--- config.mk ---
export PLATFORM = sky130hd
export DESIGN_NAME = open_list_pq
export DESIGN_NICKNAME = d
export VERILOG_FILES = /design/src/rtl/open_list_pkg.sv /design/src/rtl/open_list_pq_slot.sv /design/src/rtl/open_list_pq.sv
export SDC_FILE = /design/constraint.sdc
export NUM_CORES = 1
export LEC_CHECK = 0
export ABC_CLOCK_PERIOD_IN_PS = 12710
export BUFFER_PORTS_ARGS = -buffer_cell sky130_fd_sc_hd__buf_2
export CORE_MARGIN = 2
export CORE_UTILIZATION = 55
export DETAILED_ROUTE_END_ITERATION = 12
export HOLD_SLACK_MARGIN = 0.03
export MAX_ROUTING_LAYER = met4
export PLACE_DENSITY = 0.72
export SLEW_MARGIN = 5
export SYNTH_ARGS = -nofsm -noshare
export SYNTH_HDL_FRONTEND = slang
export SYNTH_SLANG_ARGS = --single-unit
--- constraint.sdc ---
create_clock -name CLK -period 12.71 [get_ports CLK]
set_clock_uncertainty 0.1 [all_clocks]
set_input_delay 3.813 -clock CLK [delete_from_list [all_inputs] [get_ports CLK]]
set_output_delay 3.813 -clock CLK [all_outputs]
set_load 0.02 [all_outputs]
--- src/rtl/open_list_pkg.sv ---
// Shared types and width helpers for the A* open-list priority queue.
package open_list_pkg;

   typedef enum logic [1:0] {
      IDLE       = 2'd0,
      REP_SEARCH = 2'd1,
      REP_INSERT = 2'd2
   } rep_state_e;

   function automatic int coord_w(input int extent);
      return (extent > 1) ? $clog2(extent) : 1;
   endfunction

   function automatic int xy_w(input int map_width, input int map_height);
      return coord_w(map_width) + coord_w(map_height);
   endfunction

endpackage

--- src/rtl/open_list_pq_slot.sv ---
// One storage slot of the sorted open list: {valid, f, xy} with load/shift controls
// and local compare results against the current search key.
module open_list_pq_slot #(
   parameter int DATA_WIDTH = 32,
   parameter int XY_W       = 8
) (
   input  logic                       CLK,
   input  logic                       RSTn,
   input  logic                       load_i,
   input  logic                       shift_up_i,
   input  logic                       shift_down_i,
   input  logic [DATA_WIDTH+XY_W:0]   new_i,
   input  logic [DATA_WIDTH+XY_W:0]   up_i,
   input  logic [DATA_WIDTH+XY_W:0]   down_i,
   input  logic [DATA_WIDTH-1:0]      key_f_i,
   input  logic [XY_W-1:0]            key_xy_i,
   output logic [DATA_WIDTH+XY_W:0]   entry_o,
   output logic                       le_o,
   output logic                       match_o
);

   logic [DATA_WIDTH+XY_W:0] entry_q, entry_d;
   logic                     valid_s;
   logic [DATA_WIDTH-1:0]    f_s;
   logic [XY_W-1:0]          xy_s;

   // Slot next-state select: load wins over shifts.
   always_comb begin
      entry_d = entry_q;
      if (load_i) begin
         entry_d = new_i;
      end else if (shift_up_i) begin
         entry_d = up_i;
      end else if (shift_down_i) begin
         entry_d = down_i;
      end else begin
         entry_d = entry_q;
      end
   end

   // Slot storage register.
   always_ff @(posedge CLK or negedge RSTn) begin
      if (!RSTn) begin
         entry_q <= '0;
      end else begin
         entry_q <= entry_d;
      end
   end

   assign valid_s = entry_q[DATA_WIDTH+XY_W];
   assign f_s     = entry_q[DATA_WIDTH+XY_W-1:XY_W];
   assign xy_s    = entry_q[XY_W-1:0];
   assign entry_o = entry_q;
   assign le_o    = valid_s && (f_s <= key_f_i);
   assign match_o = valid_s && (xy_s == key_xy_i);

endmodule

--- src/rtl/open_list_pq.sv ---
// A* open-list min-priority queue: sorted slot array with FIFO ties, pop-and-push,
// and a two-cycle decrease-key replace keyed by map coordinate.
module open_list_pq
   import open_list_pkg::*;
#(
   parameter int QUEUE_SIZE = 8,
   parameter int DATA_WIDTH = 32,
   parameter int MAP_WIDTH  = 16,
   parameter int MAP_HEIGHT = 16
) (
   input  logic                                       CLK,
   input  logic                                       RSTn,
   input  logic                                       i_valid,
   input  logic                                       i_wrt,
   input  logic                                       i_read,
   input  logic                                       i_rep,
   input  logic [DATA_WIDTH-1:0]                      i_node_f,
   input  logic [xy_w(MAP_WIDTH, MAP_HEIGHT)-1:0]     i_node_xy,
   output logic                                       o_ready_enq,
   output logic                                       o_ready_deq,
   output logic                                       o_ready_rep,
   output logic                                       o_full,
   output logic                                       o_empty,
   output logic                                       o_valid,
   output logic [DATA_WIDTH-1:0]                      o_node_f,
   output logic [xy_w(MAP_WIDTH, MAP_HEIGHT)-1:0]     o_node_xy,
   output logic [$clog2(QUEUE_SIZE+1)-1:0]            o_count,
   output logic                                       o_overflow
);

   localparam int N    = QUEUE_SIZE;
   localparam int XY_W = xy_w(MAP_WIDTH, MAP_HEIGHT);
   localparam int EW   = 1 + DATA_WIDTH + XY_W;
   localparam int CW   = $clog2(QUEUE_SIZE + 1);

   rep_state_e             state_q, state_d;
   logic [CW-1:0]          count_q, count_d;
   logic [DATA_WIDTH-1:0]  rep_f_q, rep_f_d;
   logic [XY_W-1:0]        rep_xy_q, rep_xy_d;
   logic                   rep_ins_q, rep_ins_d;
   logic                   ovf_q, ovf_d;

   logic [EW-1:0]          ent_s [N];
   logic [N-1:0]           le_s, match_s, le_nx_s, pos_s, after_s, pp_pos_s, rm_s, rm_ge_s;
   logic [N-1:0]           load_s, sup_s, sdn_s;
   logic [DATA_WIDTH-1:0]  key_f_s;
   logic [EW-1:0]          new_e_s;
   logic                   idle_s, full_s, empty_s, rm_do_s, any_match_s;
   logic                   acc_wrt_s, acc_read_s, acc_pp_s, acc_rep_s;

   assign idle_s  = (state_q == IDLE);
   assign full_s  = (count_q == CW'(QUEUE_SIZE));
   assign empty_s = (count_q == {CW{1'b0}});
   assign key_f_s = idle_s ? i_node_f : rep_f_q;
   assign new_e_s = {1'b1, key_f_s, (idle_s ? i_node_xy : rep_xy_q)};

   assign acc_wrt_s  = idle_s && i_valid && i_wrt && !i_read && !i_rep && !full_s;
   assign acc_read_s = idle_s && i_valid && i_read && !i_wrt && !i_rep && !empty_s;
   assign acc_pp_s   = idle_s && i_valid && i_wrt && i_read && !i_rep && !empty_s;
   assign acc_rep_s  = idle_s && i_valid && i_rep && !i_wrt && !i_read;

   for (genvar g = 0; g < N; g++) begin : g_slot
      logic [EW-1:0] up_s, dn_s;
      if (g == N - 1) begin : g_last
         assign up_s = '0;
      end else begin : g_mid
         assign up_s = ent_s[g+1];
      end
      if (g == 0) begin : g_first
         assign dn_s = '0;
      end else begin : g_rest
         assign dn_s = ent_s[g-1];
      end
      open_list_pq_slot #(
         .DATA_WIDTH (DATA_WIDTH),
         .XY_W       (XY_W)
      ) u_slot (
         .CLK          (CLK),
         .RSTn         (RSTn),
         .load_i       (load_s[g]),
         .shift_up_i   (sup_s[g]),
         .shift_down_i (sdn_s[g]),
         .new_i        (new_e_s),
         .up_i         (up_s),
         .down_i       (dn_s),
         .key_f_i      (key_f_s),
         .key_xy_i     (rep_xy_q),
         .entry_o      (ent_s[g]),
         .le_o         (le_s[g]),
         .match_o      (match_s[g])
      );
   end

   // Insert positions (plain and after head removal) and first-match removal vectors.
   always_comb begin
      logic hit;
      hit      = 1'b0;
      rm_s     = '0;
      rm_ge_s  = '0;
      le_nx_s  = {1'b0, le_s[N-1:1]};
      pos_s    = ~le_s & {le_s[N-2:0], 1'b1};
      after_s  = ~le_s & ~pos_s;
      pp_pos_s = ~le_nx_s & {le_nx_s[N-2:0], 1'b1};
      for (int i = 0; i < N; i++) begin
         rm_s[i]    = match_s[i] && !hit;
         hit        = hit || match_s[i];
         rm_ge_s[i] = hit;
      end
   end

   assign any_match_s = |match_s;
   // Stored f above the latched key means the decrease-key actually lowers it.
   assign rm_do_s     = |(rm_s & ~le_s);

   // Command sequencing, slot controls, count and replace FSM next state.
   always_comb begin
      state_d   = state_q;
      count_d   = count_q;
      rep_f_d   = rep_f_q;
      rep_xy_d  = rep_xy_q;
      rep_ins_d = rep_ins_q;
      ovf_d     = 1'b0;
      load_s    = '0;
      sup_s     = '0;
      sdn_s     = '0;
      case (state_q)
         IDLE: begin
            if (acc_rep_s) begin
               state_d  = REP_SEARCH;
               rep_f_d  = i_node_f;
               rep_xy_d = i_node_xy;
            end else if (acc_pp_s) begin
               sup_s  = le_nx_s;
               load_s = pp_pos_s;
            end else if (acc_wrt_s) begin
               load_s  = pos_s;
               sdn_s   = after_s;
               count_d = count_q + CW'(1);
            end else if (acc_read_s) begin
               sup_s   = '1;
               count_d = count_q - CW'(1);
            end else begin
               state_d = IDLE;
            end
         end
         REP_SEARCH: begin
            state_d   = REP_INSERT;
            rep_ins_d = rm_do_s || !any_match_s;
            if (rm_do_s) begin
               sup_s   = rm_ge_s;
               count_d = count_q - CW'(1);
            end else begin
               sup_s = '0;
            end
         end
         REP_INSERT: begin
            state_d = IDLE;
            if (rep_ins_q && full_s) begin
               ovf_d = 1'b1;
            end else if (rep_ins_q) begin
               load_s  = pos_s;
               sdn_s   = after_s;
               count_d = count_q + CW'(1);
            end else begin
               ovf_d = 1'b0;
            end
         end
         default: begin
            state_d = IDLE;
         end
      endcase
   end

   // Control state registers.
   always_ff @(posedge CLK or negedge RSTn) begin
      if (!RSTn) begin
         state_q   <= IDLE;
         count_q   <= '0;
         rep_f_q   <= '0;
         rep_xy_q  <= '0;
         rep_ins_q <= 1'b0;
         ovf_q     <= 1'b0;
      end else begin
         state_q   <= state_d;
         count_q   <= count_d;
         rep_f_q   <= rep_f_d;
         rep_xy_q  <= rep_xy_d;
         rep_ins_q <= rep_ins_d;
         ovf_q     <= ovf_d;
      end
   end

   assign o_full      = full_s;
   assign o_empty     = empty_s;
   assign o_valid     = !empty_s;
   assign o_count     = count_q;
   assign o_overflow  = ovf_q;
   assign o_ready_enq = idle_s && !full_s;
   assign o_ready_deq = idle_s && !empty_s;
   assign o_ready_rep = idle_s;
   assign o_node_f    = ent_s[0][EW-1] ? ent_s[0][EW-2:XY_W] : '0;
   assign o_node_xy   = ent_s[0][EW-1] ? ent_s[0][XY_W-1:0] : '0;

endmodule

==> metrics.md <==
| Metric | Value |
|---|---|
| Status | finished, final reports clean |
| Post-route ant nets | 0 |
| Share of the synthesized area in the top cell type | 34.78% |
| Worst Path Required | 13.10 ns |
| Core area | 48750 um^2 |
| Least-Margin Pin Slew | 1.404 ns |
| Cell Rows | 81 |
| Sw Ratio | 45.48% |
| Ys flop type | dfrtp_1 |
| CP peak stage delay | 0.79 ns |
| Largest net degree at the start of global routing | 129 |
| Synth-to-layout area growth | 9.694% |
| Max H-tree Level | 2 |
| Fmax | 0.1068 GHz |
| Cell breakdown of the critical path | buf_2, mux2_2, inv_1, ha_1, nand4_1, or4_1, nor4_1, a21oi_1, a311oi_2, o22a_1, nand4_1, nand2b_1, nand3_1, buf_4, o211ai_1 |
| HPWL after DPL | 67350 um |
| Clock Power Share | 18.5% |
| Cell with the most instances after synthesis | dfrtp_1 |
| I/O Pins | 97 |
| Combinational power share | 48.1% |
| CTS tree | built |
| Power after layout | 7383 uW |
| Tightest hold margin | 0.4013 ns |
| Yosys top cell by area | dfrtp_1 |
| Synth area leaders | dfrtp_1 (35%), ha_1 (12%), mux2i_1 (6.4%) |
| Slowest CP cell | nand3_1 |
| Max layer used | met4 |
| Skew-Pair Late Insertion Delay | 0.61 ns |
| Cells after Synth | 2826 |
| Post-layout min period | 9.362 ns |
| Drt pass-1 iters | 6 |
| WL final | 103400 um |
| Most common cell on crit path | nand4_1 |
| Final Util | 60.88% |
| Setup TNS | 0 ns |
| Gr ovfl total | 0 |
| Met3 Wirelength | 11200 um |
| Net Count, Synth | 3126 |
| Clock Path Buffers | 3 |
| Setup bufs post-CTS | 0 |
| Synth Cell Area | 27050 um^2 |
| Final setup viols | 0 |
| Max Slew Vio Count | 0 |
| Die width | 225.8 um |
| First-pass GRT wire length | 155500 um |
| Sequential power share | 33.4% |
| Height of the die | 225.8 um |
| Fraction of layout cells with a size suffix above 1 | 13.17% |
| CTS clk-pin slew, worst paths | 0.06 ns |
| Clock root buffer | clkbuf_16 |
| Post-synthesis sequential area ratio | 34.78% |
| Flops & latches, synth | 376 |
| Distinct cell type count after synthesis | 79 |
| Met1 wire length | 41020 um |
| EDFF count, synth | 0 |
| Number of diodes | 0 |
| PD cells | 248.8 nW/um^2 |
| Die area | 50980 um^2 |
| Hold_buf cts | 0 |
| Average routed wire per standard cell | 29.38 um |
| Net count, final | 3124 |
| Starting Density | 55.50% |
| Maxcap violations | 0 |
| Vias in the first global route | 24650 |
| Post-cts sizing count | 0 |
| Pleak | 0.01300 uW |
| DR vias/cell | 7.130 |
| Hold Fails Final Rpt | 0 |
| Fillcell total | 4075 |
| Initial antenna violation count | 0 |
| VDD IR max | 0.1445 mV |
| Crit Path Category | in -> reg |
| Relative slew margins | 5.550% |
| Worst path arrival time | 9.75 ns |
| Total CTS buffers | 46 |
| Crit-path max FO | 22 |
| Startpoint types | input port |
| Pint | 4025 uW |
| Placer Congestion | 1.011 |
| CTS sink count | 376 |
| Vias | 25080 |
| Synth async-reset ratio | 100.0% |
| Switching power | 3358 uW |
| Initial DRC Count | 3325 |
| Synth warnings | 0 |
| DR DRC count | 0 |
| Most frequent cells after synthesis | dfrtp_1 (376), ha_1 (254), nand2_1 (201), inv_1 (180), mux2i_1 (173) |
| Count of input and output buffers | 96 |
| Period utilization | 73.66% |
| Worst Hold Class | reg -> reg |
| GRT Total Usage | 41.70% |
| Syn avg cell area | 9.573 um^2 |
| Critical path endpoint category | flop |
| RSZ-0062 raised after global routing | no |
| Detail Route met2 WL | 45100 um |
-- worst paths after layout --
| path | startpoint | to | slack (ns) | depth (start not counted) |
|---|---|---|---|---|
| setup / recovery | i_node_f[27] | g_slot[2].u_slot.entry_o[37]$_DFFE_PN0P_ | 3.35 | 15 |
| hold / removal | rep_f_q[5]$_DFFE_PN0P_ | rep_f_q[5]$_DFFE_PN0P_ | 0.40 | 1 |
| setup reg to reg | state_q[0]$_DFFE_PN0P_ | g_slot[2].u_slot.entry_o[37]$_DFFE_PN0P_ | 4.70 | 17 |
| hold reg to reg | rep_f_q[5]$_DFFE_PN0P_ | rep_f_q[5]$_DFFE_PN0P_ | 0.40 | 1 |
| max in group asynchronous | RSTn | g_slot[7].u_slot.entry_o[16]$_DFFE_PN0P_ | 7.69 | 2 |
| min in group asynchronous | RSTn | rep_f_q[18]$_DFFE_PN0P_ | 3.18 | 1 |
-- flip-flops by register name (all words and copies together), names as in the netlist --
register               count
state_q                    2
o_overflow                 1
rep_f_q                   32
o_count                    4
rep_xy_q                   8
rep_ins_q                  1
g_slot.u_slot.entry_o    328
-- worst max-delay path: cells and delay by family --
kind / cells / cell delay [ns]
buf+inv: 3 / 1.05
mux: 1 / 0.31
simple gates: 6 / 3.08
compound gates: 4 / 1.20
fa+ha+maj: 1 / 0.25
-- power groups by stage --
stage | Combinational, uW | Sequential (uW) | Clock (uW)
after global placement | 3350 | 2430 | 0
final | 3550 | 2460 | 1360
after CTS | 3470 | 2430 | 1370
after global routing | 3860 | 2520 | 1420
after floorplan | 2500 | 2150 | 0
after detailed placement | 3440 | 2450 | 0
-- routing by layer --
layer	global-route usage, %	vias up
li1	-	10770
met1	53.98	12240
met2	61.60	1644
met3	8.951	430
met4	21.32	0
met5	-	-
-- kinds of logic after synthesis --
kind of cell,count (synthesis),share of synthesized area (%)
compound gates,782,21.64
simple gates,675,12.61
flops,376,34.78
buf+inv,374,5.490
mux,293,11.41
fa+ha+maj,254,11.75
xor+xnor,72,2.331
-- layout make-up --
cell class	count	area, um^2	area share (%)
timing repair buffer	143	855.8	2.884
inverter	181	679.4	2.289
clock inverter	14	153.9	0.5186
clock buffer	64	1370	4.617
sequential	376	9409	31.71
multi-input combinational	2076	16380	55.19
tap	664	830.8	2.800
-- layout by cell type (no fill, tap or decap), types with 49 or more instances in the layout --
cell     netlist  routed
mux2_2       119     119
dfrtp_1      376     376
nand2_1      201     201
ha_1         254     253
a221o_1      122     122
nor2_1        87      83
a21oi_1      153     151
nand4_1       65      65
inv_1        180     180
buf_2         35      95
mux2i_1      173     171
nand3_1       91      91
xnor2_1       49      49
o21ai_0       59      59
-- per-stage QoR --
step                      instance area (um^2)  cells  setup WS [ns]
after floorplan                          27050   2826          4.887
after global placement                   28150   3440          3.181
after detailed placement                 28150   3440          3.130
after CTS                                29680   3518          3.719
after global routing                     29680   3518          3.404
final                                    29680   3518          3.348
Note: power is estimated with default switching activity, not from simulation.
